[config.mk]
export PLATFORM = sky130hd
export DESIGN_NAME = instruction_fetch_sequencer_flat
export DESIGN_NICKNAME = d
export VERILOG_FILES = /design/src/rtl/instruction_fetch_sequencer_pkg.sv /design/src/rtl/instruction_fetch_sequencer_if.sv /design/src/rtl/instruction_fetch_sequencer_fetch_pc_reg.sv /design/src/rtl/instruction_fetch_sequencer.sv /design/src/flat_wrapper.sv
export SDC_FILE = /design/constraint.sdc
export NUM_CORES = 1
export LEC_CHECK = 0
export ABC_AREA = 1
export CORE_MARGIN = 2
export CORE_UTILIZATION = 45
export CTS_CLUSTER_DIAMETER = 150
export DETAILED_ROUTE_END_ITERATION = 8
export MAX_ROUTING_LAYER = met4
export PLACE_DENSITY = 0.85
export SETUP_SLACK_MARGIN = 0.5
export SYNTH_ARGS = -nofsm -noshare
export SYNTH_HDL_FRONTEND = slang
export SYNTH_SLANG_ARGS = --single-unit
export TNS_END_PERCENT = 1
[constraint.sdc]
create_clock -name Clock -period 1.75 [get_ports Clock]
set_input_delay 0.175 -clock Clock [delete_from_list [all_inputs] [get_ports Clock]]
set_output_delay 0.175 -clock Clock [all_outputs]
set_load 0.03 [all_outputs]
[src/rtl/instruction_fetch_sequencer_pkg.sv]
// Shared definitions for the instruction fetch sequencer.
//  - Default ROM address / instruction widths.
//  - Opcode encodings (opcode field = instr[INSTR_W-1:ADDR_W]).
//  - FSM state encodings S_BOOT / S_RUN / S_HALT.
package instruction_fetch_sequencer_pkg;

  localparam int DEF_ADDR_W  = 10;
  localparam int DEF_INSTR_W = 16;
  localparam int OPC_W       = DEF_INSTR_W - DEF_ADDR_W;

  localparam logic [OPC_W-1:0] OP_NOP  = 6'h00;
  localparam logic [OPC_W-1:0] OP_LDA  = 6'h01;
  localparam logic [OPC_W-1:0] OP_LDB  = 6'h02;
  localparam logic [OPC_W-1:0] OP_ADDA = 6'h03;
  localparam logic [OPC_W-1:0] OP_JMP  = 6'h04;

  localparam logic [1:0] S_BOOT = 2'd0;
  localparam logic [1:0] S_RUN  = 2'd1;
  localparam logic [1:0] S_HALT = 2'd2;

endpackage

[src/rtl/instruction_fetch_sequencer_if.sv]
// Bus bundle between the fetch sequencer and its surroundings
// (instruction ROM, hazard unit, EX stage, decode, control).
//  master : the sequencer (drives ROM address, IF/ID outputs, status, counters)
//  slave  : the environment (drives ROM data, stall, branch, halt/resume)
interface instruction_fetch_sequencer_if #(
  parameter int ADDR_W  = 10,
  parameter int INSTR_W = 16,
  parameter int CNT_W   = 16
);
  logic [ADDR_W-1:0]  oRomAddress;
  logic [INSTR_W-1:0] iRomInstruction;
  logic               iStall;
  logic               iBranchTaken;
  logic [ADDR_W-1:0]  iBranchTarget;
  logic               iHalt;
  logic               iResume;
  logic [INSTR_W-1:0] oInstruction;
  logic [ADDR_W-1:0]  oPC_ID;
  logic               oValid_ID;
  logic               oSquashID;
  logic               oHalted;
  logic [CNT_W-1:0]   oBubbleCount;
  logic [CNT_W-1:0]   oFetchCount;

  modport master (
    output oRomAddress, oInstruction, oPC_ID, oValid_ID, oSquashID,
           oHalted, oBubbleCount, oFetchCount,
    input  iRomInstruction, iStall, iBranchTaken, iBranchTarget, iHalt, iResume
  );

  modport slave (
    input  oRomAddress, oInstruction, oPC_ID, oValid_ID, oSquashID,
           oHalted, oBubbleCount, oFetchCount,
    output iRomInstruction, iStall, iBranchTaken, iBranchTarget, iHalt, iResume
  );
endinterface

[src/rtl/instruction_fetch_sequencer_fetch_pc_reg.sv]
// Program counter register.
//  clk, rst_n : clock, asynchronous active-low reset (loads RESET_VECTOR)
//  load_en    : load load_val (takes priority over inc_en)
//  load_val   : redirect target
//  inc_en     : advance PC by one, wrapping modulo 2^ADDR_W
//  pc         : current PC
module fetch_pc_reg #(
  parameter int ADDR_W       = 10,
  parameter int RESET_VECTOR = 0
) (
  input  logic              clk,
  input  logic              rst_n,
  input  logic              load_en,
  input  logic [ADDR_W-1:0] load_val,
  input  logic              inc_en,
  output logic [ADDR_W-1:0] pc
);

  logic [ADDR_W-1:0] pc_q;
  logic [ADDR_W-1:0] pc_d;

  always_comb begin
    pc_d = pc_q;
    if (load_en)     pc_d = load_val;
    else if (inc_en) pc_d = pc_q + {{(ADDR_W-1){1'b0}}, 1'b1};
  end

  always_ff @(posedge clk or negedge rst_n) begin
    if (!rst_n) pc_q <= ADDR_W'(RESET_VECTOR);
    else        pc_q <= pc_d;
  end

  assign pc = pc_q;

endmodule

[src/rtl/instruction_fetch_sequencer.sv]
// Instruction fetch sequencer: owns the PC and the IF/ID register in front
// of a combinational instruction ROM, and sequences sequential fetch, stalls,
// JMP redirects (resolved in ID), taken-branch redirects (from EX) and halt.
//  Clock : rising-edge clock
//  Reset : asynchronous active-low reset
//  bus   : master side of the fetch bus (ROM address/data, stall, branch,
//          halt/resume, IF/ID outputs, squash, halted, performance counters)
module instruction_fetch_sequencer
  import instruction_fetch_sequencer_pkg::*;
#(
  parameter int ADDR_W       = DEF_ADDR_W,
  parameter int INSTR_W      = DEF_INSTR_W,
  parameter int RESET_VECTOR = 0,
  parameter int CNT_W        = 16
) (
  input  logic                         Clock,
  input  logic                         Reset,
  instruction_fetch_sequencer_if.master bus
);

  localparam int OP_W = INSTR_W - ADDR_W;
  localparam logic [INSTR_W-1:0] NOP_INSTR = {OP_W'(OP_NOP), {ADDR_W{1'b0}}};

  logic [1:0]         state_q,  state_d;
  logic [INSTR_W-1:0] instr_q,  instr_d;
  logic [ADDR_W-1:0]  pc_id_q,  pc_id_d;
  logic               valid_q,  valid_d;
  logic [CNT_W-1:0]   bubble_q, bubble_d;
  logic [CNT_W-1:0]   fetch_q,  fetch_d;

  logic               pc_load;
  logic [ADDR_W-1:0]  pc_load_val;
  logic               pc_inc;
  logic [ADDR_W-1:0]  pc;
  logic               jmp_in_id;

  function automatic logic [CNT_W-1:0] sat_inc(input logic [CNT_W-1:0] c);
    return (c == {CNT_W{1'b1}}) ? c : c + {{(CNT_W-1){1'b0}}, 1'b1};
  endfunction

  fetch_pc_reg #(
    .ADDR_W       (ADDR_W),
    .RESET_VECTOR (RESET_VECTOR)
  ) u_pc (
    .clk      (Clock),
    .rst_n    (Reset),
    .load_en  (pc_load),
    .load_val (pc_load_val),
    .inc_en   (pc_inc),
    .pc       (pc)
  );

  assign jmp_in_id = valid_q && (instr_q[INSTR_W-1:ADDR_W] == OP_W'(OP_JMP));

  always_comb begin
    state_d     = state_q;
    instr_d     = instr_q;
    pc_id_d     = pc_id_q;
    valid_d     = valid_q;
    bubble_d    = bubble_q;
    fetch_d     = fetch_q;
    pc_load     = 1'b0;
    pc_load_val = pc;
    pc_inc      = 1'b0;

    case (state_q)
      // ROM output is not trusted on the first cycle out of reset.
      S_BOOT: state_d = S_RUN;

      S_RUN: begin
        // Halt request still lets this edge do its normal run update.
        if (bus.iHalt) state_d = S_HALT;
        if (!valid_q)  bubble_d = sat_inc(bubble_q);

        if (bus.iBranchTaken) begin
          // EX redirect wins over stall and over a JMP sitting in ID.
          pc_load     = 1'b1;
          pc_load_val = bus.iBranchTarget;
          instr_d     = NOP_INSTR;
          valid_d     = 1'b0;
        end else if (jmp_in_id && !bus.iStall) begin
          // The slot fetched behind the JMP is wrong-path: one bubble.
          pc_load     = 1'b1;
          pc_load_val = instr_q[ADDR_W-1:0];
          instr_d     = NOP_INSTR;
          valid_d     = 1'b0;
        end else if (!bus.iStall) begin
          instr_d = bus.iRomInstruction;
          pc_id_d = pc;
          valid_d = 1'b1;
          pc_inc  = 1'b1;
          fetch_d = sat_inc(fetch_q);
        end
      end

      S_HALT: begin
        // Resume loses to a simultaneous halt request.
        if (bus.iResume && !bus.iHalt) state_d = S_RUN;
        instr_d = NOP_INSTR;
        valid_d = 1'b0;
      end

      default: state_d = S_BOOT;
    endcase
  end

  always_ff @(posedge Clock or negedge Reset) begin
    if (!Reset) begin
      state_q  <= S_BOOT;
      instr_q  <= NOP_INSTR;
      pc_id_q  <= '0;
      valid_q  <= 1'b0;
      bubble_q <= '0;
      fetch_q  <= '0;
    end else begin
      state_q  <= state_d;
      instr_q  <= instr_d;
      pc_id_q  <= pc_id_d;
      valid_q  <= valid_d;
      bubble_q <= bubble_d;
      fetch_q  <= fetch_d;
    end
  end

  assign bus.oRomAddress  = pc;
  assign bus.oInstruction = instr_q;
  assign bus.oPC_ID       = pc_id_q;
  assign bus.oValid_ID    = valid_q;
  assign bus.oSquashID    = bus.iBranchTaken;
  assign bus.oHalted      = (state_q == S_HALT);
  assign bus.oBubbleCount = bubble_q;
  assign bus.oFetchCount  = fetch_q;

endmodule
[src/flat_wrapper.sv]
// flat-port wrapper written by rule: the top's interface ports become plain ports
module instruction_fetch_sequencer_flat import instruction_fetch_sequencer_pkg::*;
#(
  parameter int ADDR_W       = DEF_ADDR_W,
  parameter int INSTR_W      = DEF_INSTR_W,
  parameter int RESET_VECTOR = 0,
  parameter int CNT_W        = 16
)
  (Clock, Reset, bus_oRomAddress, bus_oInstruction, bus_oPC_ID, bus_oValid_ID, bus_oSquashID, bus_oHalted, bus_oBubbleCount, bus_oFetchCount, bus_iRomInstruction, bus_iStall, bus_iBranchTaken, bus_iBranchTarget, bus_iHalt, bus_iResume);
  instruction_fetch_sequencer_if #(.ADDR_W(ADDR_W), .INSTR_W(INSTR_W), .CNT_W(CNT_W)) bus_i ();
  input  logic Clock;
  input  logic Reset;
  output wire logic [$bits(bus_i.oRomAddress)-1:0] bus_oRomAddress;
  output wire logic [$bits(bus_i.oInstruction)-1:0] bus_oInstruction;
  output wire logic [$bits(bus_i.oPC_ID)-1:0] bus_oPC_ID;
  output wire logic [$bits(bus_i.oValid_ID)-1:0] bus_oValid_ID;
  output wire logic [$bits(bus_i.oSquashID)-1:0] bus_oSquashID;
  output wire logic [$bits(bus_i.oHalted)-1:0] bus_oHalted;
  output wire logic [$bits(bus_i.oBubbleCount)-1:0] bus_oBubbleCount;
  output wire logic [$bits(bus_i.oFetchCount)-1:0] bus_oFetchCount;
  input wire logic [$bits(bus_i.iRomInstruction)-1:0] bus_iRomInstruction;
  input wire logic [$bits(bus_i.iStall)-1:0] bus_iStall;
  input wire logic [$bits(bus_i.iBranchTaken)-1:0] bus_iBranchTaken;
  input wire logic [$bits(bus_i.iBranchTarget)-1:0] bus_iBranchTarget;
  input wire logic [$bits(bus_i.iHalt)-1:0] bus_iHalt;
  input wire logic [$bits(bus_i.iResume)-1:0] bus_iResume;
  assign bus_oRomAddress = bus_i.oRomAddress;
  assign bus_oInstruction = bus_i.oInstruction;
  assign bus_oPC_ID = bus_i.oPC_ID;
  assign bus_oValid_ID = bus_i.oValid_ID;
  assign bus_oSquashID = bus_i.oSquashID;
  assign bus_oHalted = bus_i.oHalted;
  assign bus_oBubbleCount = bus_i.oBubbleCount;
  assign bus_oFetchCount = bus_i.oFetchCount;
  assign bus_i.iRomInstruction = bus_iRomInstruction;
  assign bus_i.iStall = bus_iStall;
  assign bus_i.iBranchTaken = bus_iBranchTaken;
  assign bus_i.iBranchTarget = bus_iBranchTarget;
  assign bus_i.iHalt = bus_iHalt;
  assign bus_i.iResume = bus_iResume;
  instruction_fetch_sequencer #(.ADDR_W(ADDR_W), .INSTR_W(INSTR_W), .RESET_VECTOR(RESET_VECTOR), .CNT_W(CNT_W)) u_core (.Clock(Clock), .Reset(Reset), .bus(bus_i));
endmodule
==> Yosys cells after proc, flatten, opt, wreduce, memory -nomap -nowiden <==
Index checks and enable logic that the tools add are counted.
Widths: inputs -> output; s select.
{ "word_totals": {"ff_bits": 71, "output_inout_bits": 71, "inputBits": 32, "elab_cells": 63} }
{ "op_classes": {"n_eq_ne": 10, "n_addsub": 3, "mux": 23, "bitwise_logic": 6, "reduce_logical": 14} }
{ "op_table": {"columns": ["cell", "n"], "rows": [
  ["$mux 10", 5],
  ["$mux 16", 3],
  ["$add 16x1->16 const B", 2],
  ["$eq 16x16->1 const B", 2],
  ["$pmux 16 s2", 1],
  ["$add 10x1->10 const B", 1],
  ["$mux 1", 10],
  ["$eq 6x3->1 const B", 1],
  ["$not 1->1", 6],
  ["$pmux 2 s3", 1],
  ["$reduce_and 3->1", 2],
  ["$reduce_and 5->1", 1],
  ["$mux 2", 2],
  ["$ne 2x2->1 const B", 2],
  ["$ne 4x3->1 const B", 1],
  ["$reduce_and 2->1", 2],
  ["$reduce_and 4->1", 1],
  ["$reduce_bool 2->1", 2],
  ["$logic_and 1x1->1", 3],
  ["$ne 3x3->1 const B", 1],
  ["$eq 2x1->1 const B", 1],
  ["$eq 2x2->1 const B", 1],
  ["$logic_not 1->1", 2],
  ["$logic_not 2->1", 1],
  ["2 further kinds", 2]
]} }

==> Depth between registers and ports, before layout <==
{ "logic_depth": {"ltp_word": 8, "ltp_mapped": 12} }

==> By module <==
Synthesis repeated with hierarchy kept, for this count alone.
{ "hier_totals": {"hier_cells": 607, "area_unflattened_um2": 4267.8} }
{ "modules_own_cells": {"columns": ["mod", "n_inst", "seq_area_each_um2", "area_per_inst_um2", "cells_per_inst"], "rows": [
  ["instruction_fetch_sequencer", 1, 1526.5, 3668.5, 531],
  ["fetch_pc_reg", 1, 250.2, 599.3, 76]
]} }

==> Worst setup path before layout <==
OpenSTA, ideal clock, no wires.
{ "synth_timing": {"kind": "register to register", "start": "register u_core.bubble_q[0], in the netlist u_core.bus.oBubbleCount[0]", "end": "register u_core.bubble_q[0], in the netlist u_core.bus.oBubbleCount[0]", "path_stages_with_launch": 11, "synth_period_minus_slack_ps": 1719, "setup_time_ps": 117, "arrival_time_ps": 1602, "path_slack_ps": 31, "cell_sequence": "dfrtp_1 > ha_1 > inv_1 > nor2_4 > nand2_4 > nor2_4 > nand3b_4 > nand2_4 > inv_2 > nand2_1 > nand2_1"} }
{ "synth_between": {"elab_chain_len": 3, "word_cells_on_any_way": 4} }
{ "synth_rtl": {"columns": ["element", "line", "rtl"], "rows": [
  ["from (decl)", "instruction_fetch_sequencer.sv:28", "logic [CNT_W-1:0] bubble_q, bubble_d;"],
  ["from (signal assigned)", "instruction_fetch_sequencer.sv:120", "bubble_q <= bubble_d;"],
  ["parallel branches: the longest is 3 deep, another holds $add 16x1->16", null, null]
]} }
Parallel ways; which one is timed is not known.
A chain may end at the register's enable or synchronous reset.

==> Final worst setup path <==
{ "layout_timing": {"start": "register u_core.state_q[1]", "end": "register u_core.instr_q[5], in the netlist u_core.bus.oInstruction[5]"} }
{ "layout_between": {"elab_chain_len": 3, "word_cells_on_any_way": 6} }
{ "layout_rtl": {"columns": ["element", "line", "rtl"], "rows": [
  ["from (decl)", "instruction_fetch_sequencer.sv:24", "logic [1:0] state_q, state_d;"],
  ["from (signal assigned)", "instruction_fetch_sequencer.sv:116", "state_q <= state_d;"],
  ["$eq 2x1->1 or $eq 2x2->1 (tied branches)", "instruction_fetch_sequencer.sv:66", "case (state_q)"],
  ["$ne 4x3->1 (no line) or $reduce_bool 2->1 (tied branches)", null, null],
  ["$reduce_and 2->1 (no line)", null, null],
  ["to (signal assigned)", "instruction_fetch_sequencer.sv:117", "instr_q <= instr_d;"],
  ["to (decl)", "instruction_fetch_sequencer.sv:25", "logic [INSTR_W-1:0] instr_q, instr_d;"]
]} }
Several ways; a longest one is shown, not always the timed one.

==> flow_summary_export.csv <==
group,metric,value,unit
min_path,hold_path.class,"primary input to asynchronous set/reset pin",
sta,min_period_over_period,89.74,%
floorplan,rows,34,
setup_path,cp-start-kind,"flop",
yosys,yosysWarnings,0,
run,drv_cap,0,
sta,worst_slack,0.1795,ns
setup_path,slowest_stage,"dfrtp_1",
yosys,ys_ff_latch,71,
yosys,syn_inst,532,
clocking,clockBufferDepth,2,
sta,max_freq,0.6367,GHz
sta,worstMarginPinSlew,0.4927,ns
status,status,"finished clean",
pwr,power_density,1435,nW/µm²
yosys,syn_area_per_cell,7.601,µm²
floorplan,die_h,98.80,µm
clocking,clkTransAtPathRegs,0.08,ns
sta,grt_setup_unrepaired,"true",
pwr,ir_drop,1057,µV
floorplan,io_pins,103,
sta,finalHoldViolCount,0,
floorplan,die_x,98.80,µm
detailed_routing,drt-initial-drc-count,158,
clocking,clock_latency,0.35,ns
clocking,tritoncts.num_buffers,9,
layout,drive_above_1_share,17.43,%
place,gp_congestion,0.9179,
yosys,synth-seq-area-share,43.94,%
sta,final.min_clock_period,1.570,ns
place,port_buffers,102,
floorplan,initial_core_util,46.37,%
setup_path,worstPathArrival,1.84,ns
global_route,grt_pass1_wl,17820,µm
sta,setup_viol,0,
detailed_routing,wl,10990,µm
pwr,finalPower,8.218,mW
yosys,synth_nets,570,
layout,utilization,65.65,%
pwr,p_leak,2.911,nW
yosys,synth_area,4044,µm²
floorplan,core_area,8721,µm²
detailed_routing,vias,4054,
detailed_routing,drt_first_pass_iters,5,
yosys,synth_cell_types,30,
global_route,gr-usage-all-layers,23.27,%
layout,area_growth,41.58,%
detailed_routing,drc,0,
setup_path,cp-end-kind,"flop",
layout,fillers,738,
detailed_routing,vias_per_cell,5.164,
setup_path,cp_data_required_time,2.02,ns
layout,finish.net_count,710,
global_route,antenna_found_initial,0,
place,hpwlAfterDp,7825,µm
sta,setup_tns,0,ns
global_route,grt_pass1_vias,3930,
global_route,grt_max_degree,34,
layout,antenna_cells,0,
floorplan,die_area,9760,µm²
detailed_routing,ant_nets,0,
global_route,grt_overflow_total,0,
place,place_ws,-0.05029,ns
clocking,tritoncts_num_sinks,71,
clocking,root_buffer,"clkbuf_8",
clocking,tritoncts,"yes",
setup_path,cp_cell_sequence,"inv_2 > buf_4 > ha_1 > o21ai_2 > buf_6 > clkinvlp_4 > o21ai_1",
layout,layout.cells.non_filler,785,
clocking,htreeDepth,3,
detailed_routing,post_drt_wl_per_cell,14.00,µm
setup_path,critical_path.max_fanout,8,
setup_path,crit_type,"flop to flop",
setup_path,cpPeakStageDelay,0.38,ns
sta,final_max_slew_viol_count,0,
sta,finalClockSkew,0.01483,ns
place,dpl.cell_count,745,
sta,slew_headroom,67.15,%
==> placed cells by master (no fill, tap or decap), drive strengths merged <==
| cell type | count |
|---|---|
| clkinv | 2 |
| a21oi | 6 |
| xnor2 | 8 |
| clkinvlp | 4 |
| nand2 | 182 |
| bufinv | 1 |
| dlygate4sd3 | 1 |
| mux2i | 1 |
| nor2 | 50 |
| o21ai | 42 |
| nor3 | 9 |
| nand3 | 50 |
| ha | 6 |
| nand3b | 1 |
| clkbuf | 13 |
| nand4 | 12 |
| a31oi | 1 |
| dlygate4sd2 | 69 |
| buf | 40 |
| xor2 | 15 |
| clkdlybuf4s50 | 30 |
| inv | 63 |
| dfrtp | 71 |
==> sequential cells by signal, indices dropped and copies added (netlist names) <==
name and cells:
u_core.bus.oPC_ID 10, u_core.state_q 2, u_core.u_pc.pc 10, u_core.bus.oValid_ID 1
u_core.bus.oInstruction 16, u_core.bus.oBubbleCount 16, u_core.bus.oFetchCount 16
==> synth_stat cells <==
cell type	number	area [µm²]
a21oi_1	6	30.03
a31oi_1	1	6.260
buf_12	2	40.04
buf_2	6	30.03
buf_4	2	15.01
buf_6	1	11.26
clkbuf_1	2	7.510
dfrtp_1	71	1777
ha_1	6	75.07
inv_1	60	225.2
inv_2	5	18.77
mux2i_1	1	10.01
nand2_1	165	619.3
nand2_2	15	93.84
nand2_4	2	22.52
nand3_1	50	250.2
nand3b_4	1	20.02
nand4_1	11	68.82
nand4_2	1	12.51
nor2_1	43	161.4
nor2_2	2	12.51
nor2_4	4	45.04
nor2_8	1	20.02
nor3_1	8	40.04
nor3_4	1	16.27
o21ai_0	39	195.2
o21ai_1	2	10.01
o21ai_2	1	8.760
xnor2_1	8	70.07
xor2_1	15	131.4
==> path summary, 6_finish.rpt <==
kind                                             start                          to  slack [ns]  depth (start not counted)
worst max register to register       u_core.state_q[1]  u_core.bus.oInstruction[5]        0.18                          7
worst max-delay path                 u_core.state_q[1]  u_core.bus.oInstruction[5]        0.18                          7
max in group asynchronous                        Reset  u_core.bus.oFetchCount[12]        0.86                          3
worst min register to register    u_core.bus.oPC_ID[2]        u_core.bus.oPC_ID[2]        0.47                          2
worst min-delay path                             Reset           u_core.u_pc.pc[1]        0.33                          2
min in group Clock              bus_iRomInstruction[9]  u_core.bus.oInstruction[9]        0.39                          3
==> per-stage QoR <==
stage	instance area [µm²]	hold slack (ns)
after floorplan	4065	-0.1206
after global placement	5251	0.1527
after detailed placement	5251	0.1576
after CTS	5614	0.3180
after global routing	5725	0.3506
final	5725	0.3304
==> where the power goes <==
group / internal (mW) / switching (mW) / total, mW
Clock: 0.772 / 0.625 / 1.40
Sequential: 2.12 / 0.464 / 2.59
Combinational: 1.57 / 2.66 / 4.23
Total: 4.47 / 3.75 / 8.22
==> worst max-delay path, delay by kind of cell (launching register included) <==
| kind | cells | cell delay (ns) |
|---|---|---|
| AOI/OAI and AO/OA | 2 | 0.29 |
| buffers and inverters | 4 | 0.54 |
| DFF | 1 | 0.38 |
| adders and majority gates | 1 | 0.28 |
==> per-layer routing <==
| metal | part of all wire (%) | global-route usage [%] | vias to the layer above |
|---|---|---|---|
| met4 | 0.85 | 6.744 | 0 |
| met3 | 6.9 | 5.603 | 11 |
| met1 | 43 | 28.30 | 1899 |
| met5 | 0 | - | - |
| met2 | 50 | 38.67 | 172 |
| li1 | - | - | 1972 |
==> kinds of logic (layout without fill, tap and decap cells) <==
family,after synthesis,in the layout,share of synthesized area [%]
flops,71,71,43.94
xor+xnor,23,23,4.982
buf+inv,78,223,8.602
compound gates,49,49,6.188
simple gates,304,304,34.19
mux,1,1,0.2475
fa+ha+maj,6,6,1.856
==> what timing repair did <==
action	in CTS	in global routing
hold buffers	1	0
hold endpoints to repair	16	0
endpoints found under the setup margin	142	142
buffers inserted	12	7
gates cloned	4	0
gates resized for setup	118	18
pin swaps	7	11
==> cell type report <==
| class | instances | area (µm²) | share of cell area (%) |
|---|---|---|---|
| timing repair inverter | 2 | 15.01 | 0.2622 |
| multi-input combinational | 383 | 2042 | 35.66 |
| sequential | 71 | 1788 | 31.23 |
| inverter | 65 | 254.0 | 4.436 |
| timing repair buffer | 140 | 1282 | 22.40 |
| clock buffer | 13 | 168.9 | 2.950 |
| tap | 108 | 135.1 | 2.360 |
| clock inverter | 3 | 40.04 | 0.6993 |
Power figures use the tool's default switching activity.
